`src/rtl/modinv_helper_cmp_pkg.sv`:
```
// Shared constants, flag bundle and width helper for the modinv compare helper.
// The compare block is one of the stages the inverter loop runs on every iteration.
package modinv_helper_cmp_pkg;

    localparam int DEFAULT_NUM_WORDS = 9;
    localparam int DEFAULT_ADDR_BITS = 4;
    localparam int WORD_BITS         = 32;

    // Field order is the bit order the flags use throughout the helper family.
    typedef struct packed {
        logic gt;
        logic eq;
        logic u_even;
        logic v_even;
        logic v_eq_one;
    } cmp_flags_t;

    function automatic int clog2(input int value);
        int result;
        int rem;
        result = 0;
        rem    = value - 1;
        while (rem > 0) begin
            result = result + 1;
            rem    = rem >> 1;
        end
        return result;
    endfunction

endpackage

```
`src/rtl/modinv_helper_cmp_if.sv`:
```
// Start/done handshake, buffer read port and result flags of the compare helper.
// The loop FSM side uses master; the compare helper uses slave.
interface modinv_helper_cmp_if
    import modinv_helper_cmp_pkg::*;
#(
    parameter int ADDR_BITS = DEFAULT_ADDR_BITS
) ();

    logic                 ena;
    logic                 rdy;
    logic [ADDR_BITS-1:0] u_addr;
    logic [ADDR_BITS-1:0] v_addr;
    logic [WORD_BITS-1:0] u_din;
    logic [WORD_BITS-1:0] v_din;
    logic                 u_gt_v;
    logic                 u_eq_v;
    logic                 u_even;
    logic                 v_even;
    logic                 v_eq_one;

    modport master (
        output ena, u_din, v_din,
        input  rdy, u_addr, v_addr, u_gt_v, u_eq_v, u_even, v_even, v_eq_one
    );

    modport slave (
        input  ena, u_din, v_din,
        output rdy, u_addr, v_addr, u_gt_v, u_eq_v, u_even, v_even, v_eq_one
    );

endinterface

```
`src/rtl/modinv_helper_cmp_word.sv`:
```
// Unsigned compare of one u/v buffer word pair; exactly one output is high.
module modinv_helper_cmp_word
    import modinv_helper_cmp_pkg::*;
(
    input  logic [WORD_BITS-1:0] a_i,
    input  logic [WORD_BITS-1:0] b_i,
    output logic                 gt_o,
    output logic                 lt_o,
    output logic                 eq_o
);

    assign gt_o = (a_i > b_i);
    assign lt_o = (a_i < b_i);
    assign eq_o = (a_i == b_i);

endmodule

```
`src/rtl/modinv_helper_cmp.sv`:
```
// Scans the u/v buffers from word 0 upward and publishes registered comparison and
// parity flags once per start pulse; the buffers are only read, never written.
module modinv_helper_cmp
    import modinv_helper_cmp_pkg::*;
#(
    parameter int BUFFER_NUM_WORDS = DEFAULT_NUM_WORDS,
    parameter int BUFFER_ADDR_BITS = DEFAULT_ADDR_BITS
) (
    input  logic                clk,
    input  logic                rst_n,
    modinv_helper_cmp_if.slave  bus
);

    localparam int PROC_NUM_CYCLES = BUFFER_NUM_WORDS + 3;
    localparam int CNT_W           = clog2(PROC_NUM_CYCLES);

    // Address runs one count ahead of the data window because of the 1-cycle read latency.
    localparam logic [CNT_W-1:0] CNT_LAST   = CNT_W'(PROC_NUM_CYCLES - 1);
    localparam logic [CNT_W-1:0] ADDR_START = CNT_W'(1);
    localparam logic [CNT_W-1:0] ADDR_STOP  = CNT_W'(BUFFER_NUM_WORDS - 1);
    localparam logic [CNT_W-1:0] ACC_START  = CNT_W'(2);
    localparam logic [CNT_W-1:0] ACC_STOP   = CNT_W'(BUFFER_NUM_WORDS + 1);

    logic [CNT_W-1:0]            proc_cnt_q, proc_cnt_d;
    logic [BUFFER_ADDR_BITS-1:0] addr_q, addr_d;
    logic                        gt_acc_q, gt_acc_d;
    logic                        eq_acc_q, eq_acc_d;
    logic                        one_acc_q, one_acc_d;
    logic                        u_even_acc_q, u_even_acc_d;
    logic                        v_even_acc_q, v_even_acc_d;
    cmp_flags_t                  flags_q, flags_d;

    logic rdy;
    logic advance;
    logic addr_run;
    logic acc_run;
    logic first_word;
    logic last_word;
    logic word_gt;
    logic word_lt;
    logic word_eq;

    modinv_helper_cmp_word u_word (
        .a_i  (bus.u_din),
        .b_i  (bus.v_din),
        .gt_o (word_gt),
        .lt_o (word_lt),
        .eq_o (word_eq)
    );

    always_comb begin
        rdy        = (proc_cnt_q == '0);
        advance    = !rdy || bus.ena;
        addr_run   = (proc_cnt_q >= ADDR_START) && (proc_cnt_q <= ADDR_STOP);
        acc_run    = (proc_cnt_q >= ACC_START) && (proc_cnt_q <= ACC_STOP);
        first_word = (proc_cnt_q == ACC_START);
        last_word  = (proc_cnt_q == ACC_STOP);

        proc_cnt_d = proc_cnt_q;
        if (advance) begin
            proc_cnt_d = (proc_cnt_q == CNT_LAST) ? '0 : proc_cnt_q + 1'b1;
        end

        addr_d = addr_run ? addr_q + 1'b1 : '0;
    end

    // Words arrive least significant first, so a later difference overrides an earlier one.
    always_comb begin
        gt_acc_d     = gt_acc_q;
        eq_acc_d     = eq_acc_q;
        one_acc_d    = one_acc_q;
        u_even_acc_d = u_even_acc_q;
        v_even_acc_d = v_even_acc_q;
        if (acc_run) begin
            if (first_word) begin
                gt_acc_d     = word_gt;
                eq_acc_d     = word_eq;
                one_acc_d    = (bus.v_din == WORD_BITS'(1));
                u_even_acc_d = ~bus.u_din[0];
                v_even_acc_d = ~bus.v_din[0];
            end else begin
                if (word_gt) begin
                    gt_acc_d = 1'b1;
                end else if (word_lt) begin
                    gt_acc_d = 1'b0;
                end
                eq_acc_d  = eq_acc_q & word_eq;
                one_acc_d = one_acc_q & (bus.v_din == '0);
            end
        end

        flags_d = flags_q;
        if (last_word) begin
            flags_d.gt       = gt_acc_d;
            flags_d.eq       = eq_acc_d;
            flags_d.u_even   = u_even_acc_d;
            flags_d.v_even   = v_even_acc_d;
            flags_d.v_eq_one = one_acc_d;
        end
    end

    always_ff @(posedge clk or negedge rst_n) begin
        if (!rst_n) begin
            proc_cnt_q <= '0;
            flags_q    <= '0;
        end else begin
            proc_cnt_q <= proc_cnt_d;
            flags_q    <= flags_d;
        end
    end

    // Address and accumulators are rebuilt from scratch by every scan, so they carry no reset.
    always_ff @(posedge clk) begin
        addr_q       <= addr_d;
        gt_acc_q     <= gt_acc_d;
        eq_acc_q     <= eq_acc_d;
        one_acc_q    <= one_acc_d;
        u_even_acc_q <= u_even_acc_d;
        v_even_acc_q <= v_even_acc_d;
    end

    assign bus.rdy      = rdy;
    assign bus.u_addr   = addr_q;
    assign bus.v_addr   = addr_q;
    assign bus.u_gt_v   = flags_q.gt;
    assign bus.u_eq_v   = flags_q.eq;
    assign bus.u_even   = flags_q.u_even;
    assign bus.v_even   = flags_q.v_even;
    assign bus.v_eq_one = flags_q.v_eq_one;

endmodule
```
`src/flat_wrapper.sv`:
```
// flat-port wrapper written by rule: the top's interface ports become plain ports
module modinv_helper_cmp_flat import modinv_helper_cmp_pkg::*;
#(
    parameter int BUFFER_NUM_WORDS = DEFAULT_NUM_WORDS,
    parameter int BUFFER_ADDR_BITS = DEFAULT_ADDR_BITS
)
  (clk, rst_n, bus_ena, bus_u_din, bus_v_din, bus_rdy, bus_u_addr, bus_v_addr, bus_u_gt_v, bus_u_eq_v, bus_u_even, bus_v_even, bus_v_eq_one);
  modinv_helper_cmp_if bus_i ();
  input  logic clk;
  input  logic rst_n;
  input wire logic [$bits(bus_i.ena)-1:0] bus_ena;
  input wire logic [$bits(bus_i.u_din)-1:0] bus_u_din;
  input wire logic [$bits(bus_i.v_din)-1:0] bus_v_din;
  output wire logic [$bits(bus_i.rdy)-1:0] bus_rdy;
  output wire logic [$bits(bus_i.u_addr)-1:0] bus_u_addr;
  output wire logic [$bits(bus_i.v_addr)-1:0] bus_v_addr;
  output wire logic [$bits(bus_i.u_gt_v)-1:0] bus_u_gt_v;
  output wire logic [$bits(bus_i.u_eq_v)-1:0] bus_u_eq_v;
  output wire logic [$bits(bus_i.u_even)-1:0] bus_u_even;
  output wire logic [$bits(bus_i.v_even)-1:0] bus_v_even;
  output wire logic [$bits(bus_i.v_eq_one)-1:0] bus_v_eq_one;
  assign bus_i.ena = bus_ena;
  assign bus_i.u_din = bus_u_din;
  assign bus_i.v_din = bus_v_din;
  assign bus_rdy = bus_i.rdy;
  assign bus_u_addr = bus_i.u_addr;
  assign bus_v_addr = bus_i.v_addr;
  assign bus_u_gt_v = bus_i.u_gt_v;
  assign bus_u_eq_v = bus_i.u_eq_v;
  assign bus_u_even = bus_i.u_even;
  assign bus_v_even = bus_i.v_even;
  assign bus_v_eq_one = bus_i.v_eq_one;
  modinv_helper_cmp #(.BUFFER_NUM_WORDS(BUFFER_NUM_WORDS), .BUFFER_ADDR_BITS(BUFFER_ADDR_BITS)) u_core (.clk(clk), .rst_n(rst_n), .bus(bus_i));
endmodule
```
`config.mk`:
```
export PLATFORM = sky130hd
export DESIGN_NAME = modinv_helper_cmp_flat
export DESIGN_NICKNAME = d
export VERILOG_FILES = /design/src/rtl/modinv_helper_cmp_pkg.sv /design/src/rtl/modinv_helper_cmp_if.sv /design/src/rtl/modinv_helper_cmp_word.sv /design/src/rtl/modinv_helper_cmp.sv /design/src/flat_wrapper.sv
export SDC_FILE = /design/constraint.sdc
export NUM_CORES = 1
export LEC_CHECK = 0
export BUFFER_PORTS_ARGS = -buffer_cell sky130_fd_sc_hd__buf_4
export CAP_MARGIN = 10
export CORE_ASPECT_RATIO = 0.8
export CORE_MARGIN = 3
export CORE_UTILIZATION = 45
export DETAILED_ROUTE_END_ITERATION = 10
export GPL_ROUTABILITY_DRIVEN = 0
export GPL_TIMING_DRIVEN = 0
export MAX_ROUTING_LAYER = met4
export PLACE_DENSITY = 0.75
export SLEW_MARGIN = 25
export SYNTH_ARGS = -nofsm -noshare
export SYNTH_HDL_FRONTEND = slang
export SYNTH_SLANG_ARGS = --single-unit
```
`constraint.sdc`:
```
create_clock -name clk -period 3.16 [get_ports clk]
set_input_delay 0.316 -clock clk [delete_from_list [all_inputs] [get_ports clk]]
set_output_delay 0.316 -clock clk [all_outputs]
set_load 0.03 [all_outputs]
```
=== Word level (Yosys, flattened, before mapping) ===
Index checks and enable logic that the tools add are counted.

* Register bits: 18
* Bits in latches: 0
* RAM bits: 0
* ROM bits: 0
* Input port bits: 67
* Output and inout bits: 14
* Logic and storage cells: 48
* Memories: 0

* $add $sub $neg: 2
* $mul: 0
* Divide/modulo/power cells: 0
* Order comparisons: 6
* Equality and inequality tests: 5
* Shifts and indexed selects: 0
* Multiplexer cells: 13
* Bitwise gates (word level): 4
* Reduce and logical (&&, ||, !) cells: 6

{| class="wikitable"
|+ Operator list
! kind !! number
|-
| $eq 32x1->1 const B || 1
|-
| $eq 32x32->1 || 1
|-
| $gt 32x32->1 || 1
|-
| $logic_not 32->1 || 1
|-
| $lt 32x32->1 || 1
|-
| $mux 1 || 12
|-
| $add 4x1->4 const B || 2
|-
| $eq 4x4->1 const B || 2
|-
| $le 4x4->1 const B || 2
|-
| $eq 4x2->1 const B || 1
|-
| $ge 4x1->1 const B || 1
|-
| $ge 4x2->1 const B || 1
|-
| $logic_not 4->1 || 1
|-
| $mux 4 || 1
|-
| $and 1x1->1 || 2
|-
| $logic_and 1x1->1 || 2
|-
| $not 1->1 || 2
|-
| $logic_not 1->1 || 1
|-
| $logic_or 1x1->1 || 1
|}

=== Logic depth before layout (Yosys ltp) ===
Gate-level depths: netlist (run 1).

* Depth in word-level cells: 5
* Mapped depth: 8
* Gate-level depth less buffers: 8

=== Hierarchy ===
A second synthesis (run 1) with hierarchy kept.

* Cells, all modules: 210
* Area, all modules: 1,786.7 µm²

{| class="wikitable"
|+ Modules (own cells, without submodules)
! module !! times used !! cells each !! area an instance (µm²)
|-
| modinv_helper_cmp || 1 || 96 || 935.9
|-
| modinv_helper_cmp_word || 1 || 114 || 850.8
|}

=== Least setup slack after synthesis (run 1) ===
OpenSTA, ideal clock, no wires.

* Kind: input-to-reg
* From: in bus_v_din[14]
* To: reg u_core.flags_q, in the netlist u_core.bus.u_gt_v
* Setup time: 95 ps
* Arrival: 1,652 ps
* Setup slack: 1,413 ps
* Stages on the path: 8
* Path buffers: 0
* Cells stage by stage: inv_1 -> ha_1 -> nand4_2 -> nor4_2 -> a21boi_2 -> o31a_1 -> nor2_1 -> o31ai_1

* Word-level cells in the longest chain between the ends: 5
* Elaborated cells between the ends (all ways): 6
* Those cells by class: order compare (2); mux (4)

{| class="wikitable"
|+ RTL lines
! item !! line !! source
|-
| start, declared || flat_wrapper.sv:13 || <nowiki>input wire logic [$bits(bus_i.v_din)-1:0] bus_v_din;</nowiki>
|-
| $lt 32x32->1 || modinv_helper_cmp_word.sv:13 || <nowiki>assign lt_o = (a_i < b_i);</nowiki>
|-
| $mux 1 || modinv_helper_cmp.sv:84 || <nowiki>end else if (word_lt) begin</nowiki>
|-
| $mux 1 || modinv_helper_cmp.sv:82 || <nowiki>if (word_gt) begin</nowiki>
|-
| $mux 1 * || modinv_helper_cmp.sv:75 || <nowiki>if (first_word) begin</nowiki>
|-
| $mux 1 * || modinv_helper_cmp.sv:74 || <nowiki>if (acc_run) begin</nowiki>
|-
| end signal, assigned || modinv_helper_cmp.sv:108 || <nowiki>flags_q <= flags_d;</nowiki>
|-
| end, declared || modinv_helper_cmp.sv:31 || <nowiki>cmp_flags_t flags_q, flags_d;</nowiki>
|}

Every way passes the cells marked *; elsewhere a longest branch is shown, timed or not.
A chain may end at the register's enable or synchronous reset.

=== Worst setup path in the final report (run 1) ===
* From: in bus_v_din[30]
* To: reg u_core.flags_q, in the netlist u_core.bus.u_eq_v

* Word-level cells in the longest chain between the ends: 4

{| class="wikitable"
|+ RTL lines
! item !! line !! source
|-
| $eq 32x32->1 * || modinv_helper_cmp_word.sv:14 || <nowiki>assign eq_o = (a_i == b_i);</nowiki>
|-
| $and 1x1->1 || modinv_helper_cmp.sv:87 || <nowiki>eq_acc_d = eq_acc_q & word_eq;</nowiki>
|-
| $mux 1 * || modinv_helper_cmp.sv:75 ||
|-
| $mux 1 * || modinv_helper_cmp.sv:74 ||
|}

Marks and branches as above.

==> run metrics, run 1 <==
core area=0.00357 mm²; Post-Layout Cell Count=339; critical path class=in2reg; Post-CTS Resized=0; unique cell type count in the Yosys netlist=38; # Max-Cap Violations=0; Syn Inst Count=212; Nets=402; Pleak=1.34 nW; Die ar.=0.00465 mm²; Worst Path Required=3.31 ns; internal power=0.000809 W; post-layout worst setup margin=1.39 ns; Power Density=579 mW/mm²; diodes inserted=0; Worst R2R Setup Slack=1.55 ns; DR iter-0 viols=50; GRT overflow=0; Finish-stage setup viols=0; Yosys top cell area share=26.6%; fraction of layout cells with a size suffix above 1=33.3%; largest net degree at the start of global routing=11; min Tclk post-route=1.77 ns; crit-path max FO=3; Logic pwr share=58.7%; layout filler cell count=323; DRT Wirelength=4250 µm; Area growth syn-to-layout=41.3%; Final Hold Fails=0; Switching Share=43.1%; antenna violations before repair=0; die width=75.5 µm; fraction of the yosys area taken by sequential cells=23.3%; vias in the first global route=1,610; CP Capture Point=u_core.bus.u_eq_v$_DFFE_PN0P_; Row Count=19; critical path, cell by cell=buf_4 > inv_1 > ha_1 > nand4_1 > nor4_4 > nand3_1 > nor2b_1 > o31ai_1; Synth area leader=ha_1; initial core utilization=48.7%; CTS sink count=18; crit-path max cell delay=0.37 ns; reg2reg end=u_core.bus.v_even$_DFFE_PN0P_; Yosys warnings=0; type of destination of the critical path=flop; Least-Margin Pin Slew=0.436 ns; Worst VDD drop=0.387 mV; RR Startpoint=u_core.proc_cnt_q[2]$_DFFE_PN0P_; Synth area leaders=ha_1 (27%), dfrtp_1 (13%), dfxtp_1 (10%), inv_1 (8.2%), a21oi_1 (4.6%); r2r worst-path depth=6; Crit-path slowest cell=nor4_4; Hold Crit Class=in2reg; CTS buffer count=3; unrepaired setup endpoints after global routing=no; Post-CTS Setup Inserts=0; routed vias/inst=5.10; Synth Area per Inst=8.20 µm²; Reg clk slew, reported paths=0.07 ns; first-pass GRT wire length=6670 µm; Initial DRT Pass Iterations=4; CTS tree=yes; Design Power=0.00142 W; f_max=566 MHz; Placed Cells=334; count of state elements after synthesis=18; Worst-Skew Late Latency=0.25 ns; Clk pwr share=12.9%; port bufs=80; Final period util=55.9%; switching power=0.000614 W; Slew HR=70.6%; CP startpoint=bus_v_din[30]; hold buffer count at cts=1; # H-tree levels=1; Cell Area, Synth=0.00174 mm²; Setup WS pre-CTS=1.13 ns; Max Slew Vio Count=0; Detail Route Antenna Nets=0; total track usage=19.0%; WL/cell=12.5 µm; worst-case clock buffer depth=2; chip height=61.6 µm; DR DRC count=0; Critical Path AT=1.92 ns; vias=1,730; Top-Level Pins=81; Mapped Nets=316; hpwl dp=3810 µm; clk root buf=clkbuf_8; Reg power frac=28.5%; Startpoint Class=input pin; Clock Skews=0.00415 ns; status=completed; total negative slack=0 ns
final cells by class:
class,count,area (µm²),share of cell area (%)
plain buffers,6,46.3,1.88
clock buffers,4,55.1,2.24
inverters,38,143,5.81
multi-input cells,150,1140,46.6
flip-flops and latches,18,405,16.5
well taps,42,52.6,2.14
repair buffers,81,611,24.9
state kept, by name (all words and copies together) (netlist names):
register	flops
u_core.bus.v_even	1
u_core.bus.u_addr	4
u_core.v_even_acc_q	1
u_core.proc_cnt_q	4
u_core.bus.u_even	1
u_core.gt_acc_q	1
u_core.one_acc_q	1
u_core.bus.u_eq_v	1
u_core.u_even_acc_q	1
u_core.bus.v_eq_one	1
u_core.bus.u_gt_v	1
u_core.eq_acc_q	1
synthesized netlist by cell type:
| cell | count |
|---|---|
| a21boi_2 | 1 |
| nand4_1 | 7 |
| and4_1 | 1 |
| nand3_1 | 9 |
| a221o_1 | 1 |
| a221oi_1 | 1 |
| and3_1 | 2 |
| nand4_2 | 1 |
| and2_2 | 1 |
| mux2_2 | 3 |
| o21ai_1 | 5 |
| nor2b_1 | 3 |
| dfxtp_1 | 9 |
| nor4_1 | 8 |
| nor4_4 | 1 |
| buf_2 | 1 |
| nor2_1 | 11 |
| nor4_2 | 1 |
| a21o_1 | 1 |
| o21ai_0 | 7 |
| a22o_1 | 1 |
| a31oi_1 | 1 |
| inv_1 | 38 |
| nand2b_1 | 1 |
| buf_6 | 1 |
| dfrtp_1 | 9 |
| nor3_1 | 4 |
| a21oi_1 | 16 |
| xor2_1 | 1 |
| buf_4 | 4 |
| o31a_1 | 1 |
| o31ai_1 | 3 |
| nand2_1 | 15 |
| ha_1 | 37 |
| o211ai_1 | 2 |
| nand4_4 | 1 |
| o22ai_1 | 2 |
| xnor2_1 | 1 |
worst min path at each step:
stage | depth (start not counted) | to | slack (ns) | from
after floorplan | 0 | u_core.bus.u_eq_v$_DFFE_PN0P_ | 0.02 | rst_n
after global placement | 1 | u_core.bus.v_even$_DFFE_PN0P_ | 0.15 | rst_n
after detailed placement | 1 | u_core.proc_cnt_q[2]$_DFFE_PN0P_ | 0.15 | rst_n
after CTS | 2 | u_core.u_even_acc_q$_DFF_P_ | 0.28 | bus_u_din[0]
after global routing | 2 | u_core.u_even_acc_q$_DFF_P_ | 0.29 | bus_u_din[0]
final | 2 | u_core.u_even_acc_q$_DFF_P_ | 0.28 | bus_u_din[0]
per-layer routing:
layer / vias to the layer above / track usage, % / wire [µm]
met1: 756 / 25.1 / 2010
met3: 2 / 3.59 / 285
met5: - / - / 0
met2: 51 / 31.0 / 1920
li1: 921 / - / -
met4: 0 / 2.74 / 25
through the flow:
step	area, µm²	utilization (%)	hold slack, ns
finish	2460	68.9	0.284
global route	2460	68.9	0.286
CTS	2460	68.9	0.275
detailed placement	2390	67.1	0.148
global placement	2390	67.1	0.148
floorplan	1740	-	0.0204
critical path, delay by kind of cell:
kind | cells | cell delay (ns)
AO/OA/AOI/OAI | 1 | 0.26
adder cells (fa/ha/maj) | 1 | 0.30
buffers and inverters | 2 | 0.14
AND/OR/NAND/NOR | 4 | 0.91
logic make-up after synthesis:
group | synth area share [%]
buf+inv | 10.9
mux | 1.94
xor+xnor | 1.01
compound gates | 14.5
fa+ha+maj | 26.6
simple gates | 21.7
flops | 23.3
power by group through the flow:
stage	logic (W)	registers [W]	clock network [W]
floorplan	0.000458	0.000497	0
global placement	0.000816	0.000408	0
detailed placement	0.000832	0.000409	0
CTS	0.000838	0.000405	0.000188
global route	0.000924	0.000418	0.000198
finish	0.000834	0.000405	0.000183
layout by cell type, fill, tap and decap left out, types with 5 or more instances in the layout:
master and instances:
nor4_1 8, dfxtp_1 9, inv_1 38, nand2_1 15, nand4_1 7, o21ai_1 5
dfrtp_1 9, ha_1 37, nor2_1 11, o21ai_0 7, nand3_1 9, buf_4 84
a21oi_1 16
Note: power is estimated with default switching activity, not from simulation.
==> inputs of run 2 (changes only) <==
- ABC_AREA: not set -> 1
- CORE_UTILIZATION: 45 -> 43
- clock period: 3.16 -> 1.5 ns (I/O delays scaled with it)
==> run 2 against run 1 <==
Effect of this change:
- setup slack got worse by 1.3 ns
- global-route usage down 2.1 points
- combinational power up 110%
- sequential share of layout area shrank 0.26 points
- utilization down 3.7 points
- hold slack lost 0.14 ns
- synthesized cell count grew 17%
==> run metrics, run 2 <==
Die ar.=0.00486 mm²; crit-path max FO=4; critical path class=reg2out; CTS buffer count=3; Finish-stage setup viols=0; vias=1,795; Switching Share=45.3%; met1 Track Usage GR=23.1%; antenna violations before repair=0; Startpoint Class=flop; commonest cells after routing, fill and taps aside=buf_4 (86), nand2_1 (57), inv_1 (49), ha_1 (37), nor2_1 (16); fraction of layout cells with a size suffix above 1=30.4%; die width=77.2 µm; Setup WS pre-CTS=-0.120 ns; Critical Path AT=1.27 ns; Synth area leader=ha_1; critical path, cell by cell=inv_2 > ha_1 > nand2_1 > inv_1 > buf_4; fraction of the yosys area taken by sequential cells=23.2%; Worst-Skew Late Latency=0.25 ns; Nets=441; Clock Skews=0.00224 ns; # Max-Cap Violations=0; Slew HR=77.5%; min Tclk post-route=1.42 ns; final instance area=0.00251 mm²; Least-Margin Pin Slew=0.334 ns; chip height=63.0 µm; Yosys warnings=0; f_max=704 MHz; Final Hold Fails=0; Worst Path Required=1.35 ns; GRT overflow=0; GR Layer Usage met3=3.31%; Row Count=20; most common cell in the netlist=nand2_1; Cell Area, Synth=0.00174 mm²; Worst VDD drop=0.882 mV; diodes inserted=0; Async SR Flop Fraction=50.0%; Area growth syn-to-layout=44.0%; Syn Inst Count=249; Post-synth EDFFs=0; CTS sink count=18; first-pass GRT wire length=6720 µm; met2 usage=27.0%; DRT Wirelength=4140 µm; CP startpoint=u_core.proc_cnt_q[1]$_DFFE_PN0P_; Final period util=94.8%; internal power=0.00163 W; WL/cell=10.6 µm; crit-path max cell delay=0.42 ns; Crit-path slowest cell=dfrtp_2; GR peak layer=met2; status=completed; Hold Crit Class=in2reg; Power Density=1190 mW/mm²; switching power=0.00135 W; count of state elements after synthesis=18; Detail Route Antenna Nets=0; port bufs=80; largest net degree at the start of global routing=11; Worst path top cell family by delay=flip-flops; Logic pwr share=58.4%; routed vias/inst=4.59; worst-case clock buffer depth=2; RR Startpoint=u_core.proc_cnt_q[1]$_DFFE_PN0P_; type of destination of the critical path=output pin; unique cell type count in the Yosys netlist=24; Yosys top cell area share=26.5%; total track usage=16.9%; Top-Level Pins=81; Initial DRT Pass Iterations=4; CTS tree=yes; Reg clk slew, reported paths=0.07 ns; DR iter-0 viols=92; Synth top cells by count=nand2_1 (57), inv_1 (51), ha_1 (37); Clk pwr share=11.5%; Mapped Nets=353; Most used DFF post-synth=dfxtp_1; post-layout worst setup margin=0.0786 ns; initial core utilization=45.3%; Reg power frac=30.1%; Max Slew Vio Count=0; Synth area leaders=ha_1 (27%), dfrtp_1 (13%), nand2_1 (12%), inv_1 (11%), dfxtp_1 (10%); hpwl dp=3650 µm; total negative slack=0 ns; vias in the first global route=1,616; # H-tree levels=1; DR DRC count=0; core area=0.00385 mm²; most common cell after layout, fill and taps aside=buf_4; clk root buf=clkbuf_8; Pleak=1.46 nW; Synth Area per Inst=7.00 µm²; area post-placement=0.00241 mm²; Worst Path Buf+Inv=3; Hold Startpoint=bus_u_din[0]
[run 2: area by class of cell]
cell class	count	area [µm²]
buffer	4	30.0
clock buffer	4	45.0
fill	375	1340
inverter	51	191
multi-input combinational	176	1140
sequential	18	408
tap	55	68.8
timing repair buffer	83	626
[run 2: timing repair]
item | in CTS | in global routing
gates resized for setup | 0 | 11
endpoints found under the setup margin | 2 | 12
hold buffers | 1 | 0
cloned | 0 | 0
setup buffers | 1 | 1
endpoints found under the hold margin | 9 | 0
[run 2: per-stage QoR]
| stage | cells | utilization [%] | hold WS (ns) | power, W |
|---|---|---|---|---|
| 3_5_place_dp | 384 | 62.6 | -0.0198 | 0.00252 |
| 4_1_cts | 390 | 64.3 | 0.136 | 0.00290 |
| 5_1_grt | 391 | 65.2 | 0.141 | 0.00323 |
| 6_report | 391 | 65.2 | 0.147 | 0.00298 |
| 3_3_place_gp | 384 | 62.6 | -0.0231 | 0.00248 |
| 2_1_floorplan | 249 | - | -0.146 | 0.00195 |
[run 2: per-layer routing]
layer | vias up | part of all wire, %
li1 | 982 | -
met2 | 55 | 45
met1 | 756 | 48
met3 | 2 | 6.6
met5 | - | 0
met4 | 0 | 0.34
[run 2: power by group through the flow]
stage	logic (W)	registers [W]	clock network (W)
after floorplan	0.000891	0.00105	0
after CTS	0.00168	0.000871	0.000354
after global routing	0.00193	0.000929	0.000371
after detailed placement	0.00163	0.000894	0
after global placement	0.00159	0.000890	0
final	0.00174	0.000896	0.000343
[run 2: logic make-up after synthesis]
family          share of synthesized area [%]
fa+ha+maj                                26.5
flops                                    23.2
simple gates                             27.2
compound gates                           8.82
xor+xnor                                 1.51
buf+inv                                  12.7
[run 2: worst reg2reg max path, stage by stage, from the launching register on]
cell and delay [ns]:
dfrtp_2 0.45, ha_1 0.21, o21ai_1 0.16, o21ai_2 0.10, o21ai_1 0.09, inv_1 0.05, nand3_1 0.07, nand2_1 0.07
nand2_1 0.06, nand2_1 0.04
[run 2: path summary, 6_finish.rpt]
kind / to / slack [ns] / cells past startpoint
min in group asynchronous: u_core.bus.v_eq_one$_DFFE_PN0P_ / 0.25 / 2
worst min-delay path: u_core.u_even_acc_q$_DFF_P_ / 0.15 / 2
max in group asynchronous: u_core.proc_cnt_q[3]$_DFFE_PN0P_ / 1.11 / 2
worst min register to register: u_core.bus.u_addr[0]$_SDFF_PN0_ / 0.48 / 1
worst max-delay path: bus_rdy / 0.08 / 5
worst max register to register: u_core.bus.v_eq_one$_DFFE_PN0P_ / 0.09 / 9
